File: src/rtl/quiz_round_ctrl.sv
// Quiz round sequencer: round FSM, per-problem countdown, score/lives and answer commit gating.
// Optional build macro QUIZ_STREAK_BONUS_EN: a correct answer on a streak of 2 or more adds 2 points.
//
// state   | meaning
// IDLE    | powered up, waiting for i_start
// PLAY    | problem shown, countdown running, waiting for an answer or timeout
// COMMIT  | answer committed, waiting for the scroll animation to finish
// OVER    | no lives left, counters frozen, waiting for i_start
module quiz_round_ctrl #(
  parameter int FRAMES_PER_SEC = 60,
  parameter int TIME_LIMIT_SEC = 10,
  parameter int START_LIVES    = 3
) (
  input  logic       i_clk,
  input  logic       i_rst_n,
  input  logic       i_start,
  input  logic       i_frame_tick,
  input  logic       i_digit_valid,
  input  logic [3:0] i_digit,
  input  logic [3:0] i_expected,
  input  logic       i_scroll_busy,
  output logic       o_digit_identified,
  output logic [3:0] o_digit_answered,
  output logic       o_clear_canvas,
  output logic [7:0] o_score,
  output logic [1:0] o_lives,
  output logic [7:0] o_time_left,
  output logic [1:0] o_state,
  output logic       o_game_over
);

  typedef enum logic [1:0] {
    ST_IDLE   = 2'd0,
    ST_PLAY   = 2'd1,
    ST_COMMIT = 2'd2,
    ST_OVER   = 2'd3
  } state_t;

  localparam int SUB_W = (FRAMES_PER_SEC > 1) ? $clog2(FRAMES_PER_SEC) : 1;
  localparam logic [SUB_W-1:0] SUB_LAST     = SUB_W'(FRAMES_PER_SEC - 1);
  localparam logic [7:0]       TIME_RELOAD  = 8'(TIME_LIMIT_SEC);
  localparam logic [1:0]       LIVES_RELOAD = 2'(START_LIVES);
  localparam logic [3:0]       ANS_TIMEOUT  = 4'hF;

  state_t           state_q, state_d;
  logic [SUB_W-1:0] sub_q, sub_d;
  logic [7:0]       time_q, time_d;
  logic [7:0]       score_q, score_d;
  logic [1:0]       lives_q, lives_d;
  logic [7:0]       streak_q, streak_d;
  logic [3:0]       answered_q, answered_d;
  logic             ident_q, ident_d;
  logic             clear_q, clear_d;
  logic             over_q, over_d;
  logic             seen_busy_q, seen_busy_d;
  logic [1:0]       wd_q, wd_d;

  logic       commit;
  logic       timeout;
  logic       correct;
  logic       round_done;
  logic [3:0] answer;
  logic [1:0] inc;
  logic [8:0] score_sum;

  always_comb begin
    state_d     = state_q;
    sub_d       = sub_q;
    time_d      = time_q;
    score_d     = score_q;
    lives_d     = lives_q;
    streak_d    = streak_q;
    answered_d  = answered_q;
    ident_d     = 1'b0;
    clear_d     = 1'b0;
    seen_busy_d = seen_busy_q;
    wd_d        = wd_q;
    commit      = 1'b0;
    timeout     = 1'b0;
    correct     = 1'b0;
    round_done  = 1'b0;
    answer      = ANS_TIMEOUT;
    inc         = 2'd1;
    score_sum   = 9'd0;

    case (state_q)
      ST_IDLE, ST_OVER: begin
        if (i_start) begin
          score_d  = 8'd0;
          lives_d  = LIVES_RELOAD;
          streak_d = 8'd0;
          time_d   = TIME_RELOAD;
          sub_d    = '0;
          state_d  = ST_PLAY;
        end
      end

      ST_PLAY: begin
        // A real answer beats a timeout that expires in the same cycle.
        if (i_digit_valid && !i_scroll_busy) begin
          commit = 1'b1;
          answer = i_digit;
        end else if (time_q == 8'd0) begin
          commit  = 1'b1;
          timeout = 1'b1;
        end else if (i_frame_tick) begin
          if (sub_q == SUB_LAST) begin
            sub_d  = '0;
            time_d = time_q - 8'd1;
          end else begin
            sub_d = sub_q + 1'b1;
          end
        end
      end

      ST_COMMIT: begin
        if (i_scroll_busy) seen_busy_d = 1'b1;
        if (wd_q != 2'd3) wd_d = wd_q + 2'd1;
        // Scroller that never raises busy must not stall the game.
        round_done = !i_scroll_busy && (seen_busy_q || (wd_q == 2'd3));
        if (round_done) begin
          clear_d = 1'b1;
          if (lives_q == 2'd0) begin
            state_d = ST_OVER;
          end else begin
            time_d  = TIME_RELOAD;
            sub_d   = '0;
            state_d = ST_PLAY;
          end
        end
      end

      default: state_d = ST_IDLE;
    endcase

    if (commit) begin
      ident_d     = 1'b1;
      answered_d  = answer;
      state_d     = ST_COMMIT;
      seen_busy_d = 1'b0;
      wd_d        = 2'd0;
      correct     = !timeout && (answer == i_expected);
`ifdef QUIZ_STREAK_BONUS_EN
      inc = (streak_q >= 8'd2) ? 2'd2 : 2'd1;
`else
      inc = 2'd1;
`endif
      if (correct) begin
        score_sum = {1'b0, score_q} + {7'd0, inc};
        score_d   = score_sum[8] ? 8'hFF : score_sum[7:0];
        streak_d  = (streak_q == 8'hFF) ? streak_q : streak_q + 8'd1;
      end else begin
        lives_d  = (lives_q == 2'd0) ? 2'd0 : lives_q - 2'd1;
        streak_d = 8'd0;
      end
    end

    over_d = (state_d == ST_OVER);
  end

  always_ff @(posedge i_clk or negedge i_rst_n) begin
    if (!i_rst_n) begin
      state_q     <= ST_IDLE;
      sub_q       <= '0;
      time_q      <= TIME_RELOAD;
      score_q     <= 8'd0;
      lives_q     <= LIVES_RELOAD;
      streak_q    <= 8'd0;
      answered_q  <= ANS_TIMEOUT;
      ident_q     <= 1'b0;
      clear_q     <= 1'b0;
      over_q      <= 1'b0;
      seen_busy_q <= 1'b0;
      wd_q        <= 2'd0;
    end else begin
      state_q     <= state_d;
      sub_q       <= sub_d;
      time_q      <= time_d;
      score_q     <= score_d;
      lives_q     <= lives_d;
      streak_q    <= streak_d;
      answered_q  <= answered_d;
      ident_q     <= ident_d;
      clear_q     <= clear_d;
      over_q      <= over_d;
      seen_busy_q <= seen_busy_d;
      wd_q        <= wd_d;
    end
  end

  assign o_digit_identified = ident_q;
  assign o_digit_answered   = answered_q;
  assign o_clear_canvas     = clear_q;
  assign o_score            = score_q;
  assign o_lives            = lives_q;
  assign o_time_left        = time_q;
  assign o_state            = state_q;
  assign o_game_over        = over_q;

endmodule

File: config.mk
export PLATFORM = sky130hd
export DESIGN_NAME = quiz_round_ctrl
export DESIGN_NICKNAME = d
export VERILOG_FILES = /design/src/rtl/quiz_round_ctrl.sv
export SDC_FILE = /design/constraint.sdc
export NUM_CORES = 1
export LEC_CHECK = 0
export CAP_MARGIN = 20
export CORE_AREA = 2 2 67 69
export CTS_CLUSTER_DIAMETER = 60
export CTS_CLUSTER_SIZE = 10
export DETAILED_ROUTE_END_ITERATION = 12
export DIE_AREA = 0 0 69 71
export PLACE_DENSITY = 0.76
export SLEW_MARGIN = 20
export SYNTH_ARGS = -nofsm -noshare
export SYNTH_HDL_FRONTEND = slang
export SYNTH_SLANG_ARGS = --single-unit
File: constraint.sdc
create_clock -name i_clk -period 2.25 [get_ports i_clk]
set_input_delay 0.45 -clock i_clk [delete_from_list [all_inputs] [get_ports i_clk]]
set_output_delay 0.45 -clock i_clk [all_outputs]
set_load 0.01 [all_outputs]
# After elaboration in Yosys (flattened, before gate mapping)
# Cells that the tools add are included.
# op_classes
mux,47
reduce_logical,17
addsub,5
eq_ne,15
# ops
cell,count
8-bit 2-to-1 mux,12
6-bit 2-to-1 mux,7
2-bit 2-to-1 mux,12
8-bit case mux with 3 select lines,1
6-bit case mux with 3 select lines,1
2-bit != test (second input constant),8
1-bit 2-to-1 mux,11
8-bit by 1-bit adder with 9-bit output (second input constant),1
2-bit == test (second input constant),4
8-bit logical NOT,1
4-bit 2-to-1 mux,2
8-bit by 1-bit subtractor with 8-bit output (second input constant),1
7-bit AND reduction,1
6-bit by 1-bit adder with 6-bit output (second input constant),1
6-bit == test (second input constant),1
6-bit AND reduction,1
2-bit nonzero test,3
4-bit == test,1
2-bit logical NOT,2
2-bit case mux with 2 select lines,1
2-bit AND reduction,2
1-bit logical AND,3
2-bit by 1-bit adder with 2-bit output (second input constant),1
2-bit by 1-bit == test with 1-bit output (second input constant),1
4 further kinds,5
# totals
input_bits,14
elab_cells,95
reg_bits,36

# Depth between registers and ports, before layout
# depth
word_depth,8
depth_mapped,10
mapped_depth_nobuf,8

# Worst setup path after synthesis
# No wires, ideal clock.
# synth_path
path_type,reg-to-reg
start,register time_q[1] (netlist: o_time_left[1])
end,register time_q[6] (netlist: o_time_left[6])
synth_period_minus_slack_ns,2.121
setup_slack_ns,0.129
arrival_time_ns,1.997
setup_time_ns,0.124
stages_incl_launch_ff,10
required_time_ns,2.126
cell_sequence,dfstp_2 > inv_1 > ha_1 > and2b_1 > a41oi_2 > nand3_1 > buf_2 > nor4_1 > xnor2_1 > nor2_1
# synth_between
elab_chain_len,6
elab_cells_between_ends,9
cone_classes,1 x add/sub; 1 x eq/ne; 5 x mux; 2 x reduce/logical
# synth_rtl
item,line_no,source
"start, declared",47,"logic [7:0] time_q, time_d;"
"start signal, assigned",178,time_q <= time_d;
8-bit by 1-bit subtractor with 8-bit output,109,time_d = time_q - 8'd1;
8-bit 2-to-1 mux,107,if (sub_q == SUB_LAST) begin
8-bit 2-to-1 mux,106,end else if (i_frame_tick) begin
8-bit 2-to-1 mux,103,end else if (time_q == 8'd0) begin
8-bit 2-to-1 mux,100,if (i_digit_valid && !i_scroll_busy) begin
8-bit case mux with 3 select lines,86,case (state_q)
# Several ways; a longest one is shown, not always the timed one. The select of a mux whose other input is x is not followed.
# A chain may end at the register's enable or synchronous reset.

# Worst setup path in the final report
# layout_path
start,register time_q[1] (netlist: o_time_left[1])
end,register time_q[7] (netlist: o_time_left[7])
# Same word-level chain as after synthesis.

==> flow_metrics.env <==
export IMPL_port_buffers=40
export IMPL_leakage_nw=1.257
export IMPL_setup_viol=0
export IMPL_cts_root_buf="clkbuf_8"
export IMPL_clk_pin_slew_worst_paths_ns=0.07
export IMPL_dieArea_um2=4899
export IMPL_grt_pass1_vias=1628
export IMPL_fp_row_count=24
export IMPL_coreArea_um2=4204
export IMPL_synthArstFlopShare_pct=100.0
export IMPL_fin_crit_sh_pct=94.34
export IMPL_synth_largest_area_cell="dfrtp_1"
export IMPL_cts_buffers=5
export IMPL_grt_max_degree=37
export IMPL_yosysUniqueCellTypes=43
export IMPL_synthTopCellsByArea="dfrtp_1 35%, dfstp_2 10%, nor2_1 5.2%, mux2i_1 5.0%, nand2_1 4.5%"
export IMPL_hpwl_um=3251
export IMPL_antenna_found_initial=0
export IMPL_fmax_mhz=471.1
export IMPL_synth_cells=208
export IMPL_grt_pass1_wl_um=7652
export IMPL_slew_viol_final=0
export IMPL_syn_area_um2=2014
export IMPL_grt_usage_pct=19.58
export IMPL_cts_sinks=36
export IMPL_drtIter0Drc=118
export IMPL_synth_avg_cell_area_um2=9.685
export IMPL_chipHeight_um=71
export IMPL_ys_ff_latch=36
export IMPL_worstPathArrival_ns=2.29
export IMPL_synthesis_nets=229
export IMPL_routed_wl_um=4510
export IMPL_synth_flop_cell="dfrtp_1"
export IMPL_hold_violations=0
export IMPL_viasPerCell=5.284
export IMPL_yosys_warnings=0
export IMPL_rsz0062_at_grt="true"
export IMPL_finalNonFillerCells=324
export IMPL_endpoint_kind="register"
export IMPL_dp_cells=316
export IMPL_clock_latency_ns=0.29
export IMPL_clk_path_buf_depth=2
export IMPL_antenna_cells=0
export IMPL_period_minus_slack_ns=2.123
export IMPL_io_pins=41
export IMPL_dr_pass1_iters=4
export IMPL_ant_nets=0
export IMPL_die_x_um=69
export IMPL_critical_path_slowest_cell="dfstp_2"
export IMPL_slew_headroom_pct=70.15
export IMPL_outcome="complete, no violations"
export IMPL_cts_tree="built"
export IMPL_area_growth_pct=38.94
export IMPL_place_gp_congestion=0.8094
export IMPL_synth_top_area_share_pct=34.78
export IMPL_startpoint_type="register"
export IMPL_vdd_drop_max_v=0.0006710
export IMPL_grt_overflow_total=0
export IMPL_worst_pin_slew_ns=0.4430
export IMPL_cpPeakStageDelay_ns=0.53
export IMPL_hold_slack_ns=0.4952
export IMPL_vias=1712
export IMPL_drcViolationCount=0
export IMPL_crit_type="reg -> reg"
export IMPL_cp_max_fo=5
export IMPL_maxCapViolations=0
export IMPL_fin_nets=292
export IMPL_hold_class="reg -> reg"
export IMPL_path_cells="inv_1 -> ha_1 -> and2b_1 -> a41oi_4 -> nand4_4 -> nor4_4 -> xnor2_1 -> nor2_1"
export IMPL_start_util_pct=47.92
export IMPL_cp_required_ns=2.42
export IMPL_ys_seq_area_share_pct=45.22
export IMPL_wl_per_cell_um=13.92
export IMPL_powerDensity_nw_per_um2=1058
export IMPL_drive_gt1_share_pct=21.32
export IMPL_h_tree_depth=2
export IMPL_synth_edf_count=0
export IMPL_skew_ns=0.007400
export IMPL_post_cts_setup_buffers=0
[where the power goes]
group / internal, W / leakage [nW] / total, W / switching, W
Clock: 0.000391 / 0.0645 / 0.000627 / 0.000236
Sequential: 0.000834 / 0.467 / 0.000964 / 0.000130
Combinational: 0.000663 / 0.726 / 0.00137 / 0.000709
Total: 0.00189 / 1.26 / 0.00296 / 0.00108
[sequential cells by signal, summed over array words and instances, names as in the netlist]
name and cells:
wd_q 2, o_digit_answered 4, o_game_over 1, o_state 2
o_lives 2, sub_q 6, o_clear_canvas 1, o_score 8
o_digit_identified 1, seen_busy_q 1, o_time_left 8
[layout by cell type (no fill, tap or decap), types with 2 or more instances in the layout]
cell,n
a21oi_1,6
and2b_1,3
and3_1,3
buf_4,21
clkbuf_8,7
clkdlybuf4s50_1,40
dfrtp_1,28
dfstp_2,8
ha_1,6
inv_1,7
mux2i_1,10
nand2_1,24
nand2b_1,4
nand3_1,8
nor2_1,28
nor2b_1,3
nor3_1,2
nor4_1,3
nor4_2,3
o21ai_0,12
o22a_2,3
o31ai_1,3
o32a_1,2
or2_2,3
or3_1,2
xnor2_1,9
xor2_1,4
[cell families after synthesis]
family                   Yosys count  share of synthesized area (%)
AO/OA/AOI/OAI                     32                          10.75
AND/OR/NAND/NOR                   97                          25.47
buffers and inverters             12                          3.044
multiplexers                      11                          5.528
adder cells (fa/ha/maj)            7                          4.348
flip-flops                        36                          45.22
XOR/XNOR                          13                          5.652
[critical path: cells and delay by family (launching register included)]
kind	cells	cell delay (ns)
adder cells (fa/ha/maj)	1	0.19
AO/OA/AOI/OAI	1	0.32
flip-flops	1	0.53
AND/OR/NAND/NOR	4	0.72
XOR/XNOR	1	0.18
buffers and inverters	1	0.06
[worst paths after layout]
check / startpoint / end / slack, ns / cells after the start
min in group asynchronous: i_rst_n / sub_q[3] / 0.56 / 2
worst max register to register: o_time_left[1] / o_time_left[7] / 0.13 / 8
worst min register to register: sub_q[5] / sub_q[5] / 0.50 / 1
max in group asynchronous: i_rst_n / o_time_left[1] / 1.33 / 2
worst max-delay path: o_time_left[1] / o_time_left[7] / 0.13 / 8
worst min-delay path: sub_q[5] / sub_q[5] / 0.50 / 1
[per-layer routing]
layer	vias to the layer above	wire length [µm]	part of all wire [%]	GRT usage, %
met3	8	219	4.9	4.558
li1	851	-	-	-
met4	0	85	1.9	7.625
met2	55	2081	46	30.45
met1	798	2124	47	26.75
met5	-	0	0	0
[through the flow]
stage                     util (%)  area (µm²)  setup TNS, ns  worst slack, ns  total power, W
after CTS                    64.91        2729              0          0.03772        0.002869
final                        66.58        2799              0           0.1272        0.002963
after floorplan                  -        2014              0           0.1294        0.001647
after global routing         66.58        2799       -0.02752         -0.01272        0.003162
after detailed placement     61.90        2603         -1.971          -0.1595        0.002229
after global placement       61.90        2603         -1.269          -0.1245        0.002204
[Yosys cell counts (3+ instances only)]
cell and n:
a21oi_1 6, and2b_1 3, and3_1 3, dfrtp_1 28, dfstp_2 8, ha_1 7
inv_1 7, mux2i_1 10, nand2_1 24, nand2b_1 4, nand3_1 9, nor2_1 28
nor2b_1 3, nor4_1 5, o21ai_0 12, o22a_2 3, o31ai_1 3, or2_2 3
xnor2_1 9, xor2_1 4
[what timing repair did]
item,in CTS,in global routing
setup endpoints to repair,0,13
hold buffers,0,0
resized for setup,0,10
[final cells by class]
class / instances / area, µm²
clock inverters: 1 / 30.03
well taps: 52 / 65.06
clock buffers: 7 / 96.34
fillers: 335 / 1405
multi-input cells: 160 / 1112
flip-flops and latches: 36 / 910.9
inverters: 7 / 26.28
repair buffers: 61 / 558.0
Note: power is estimated with default switching activity, not from simulation.
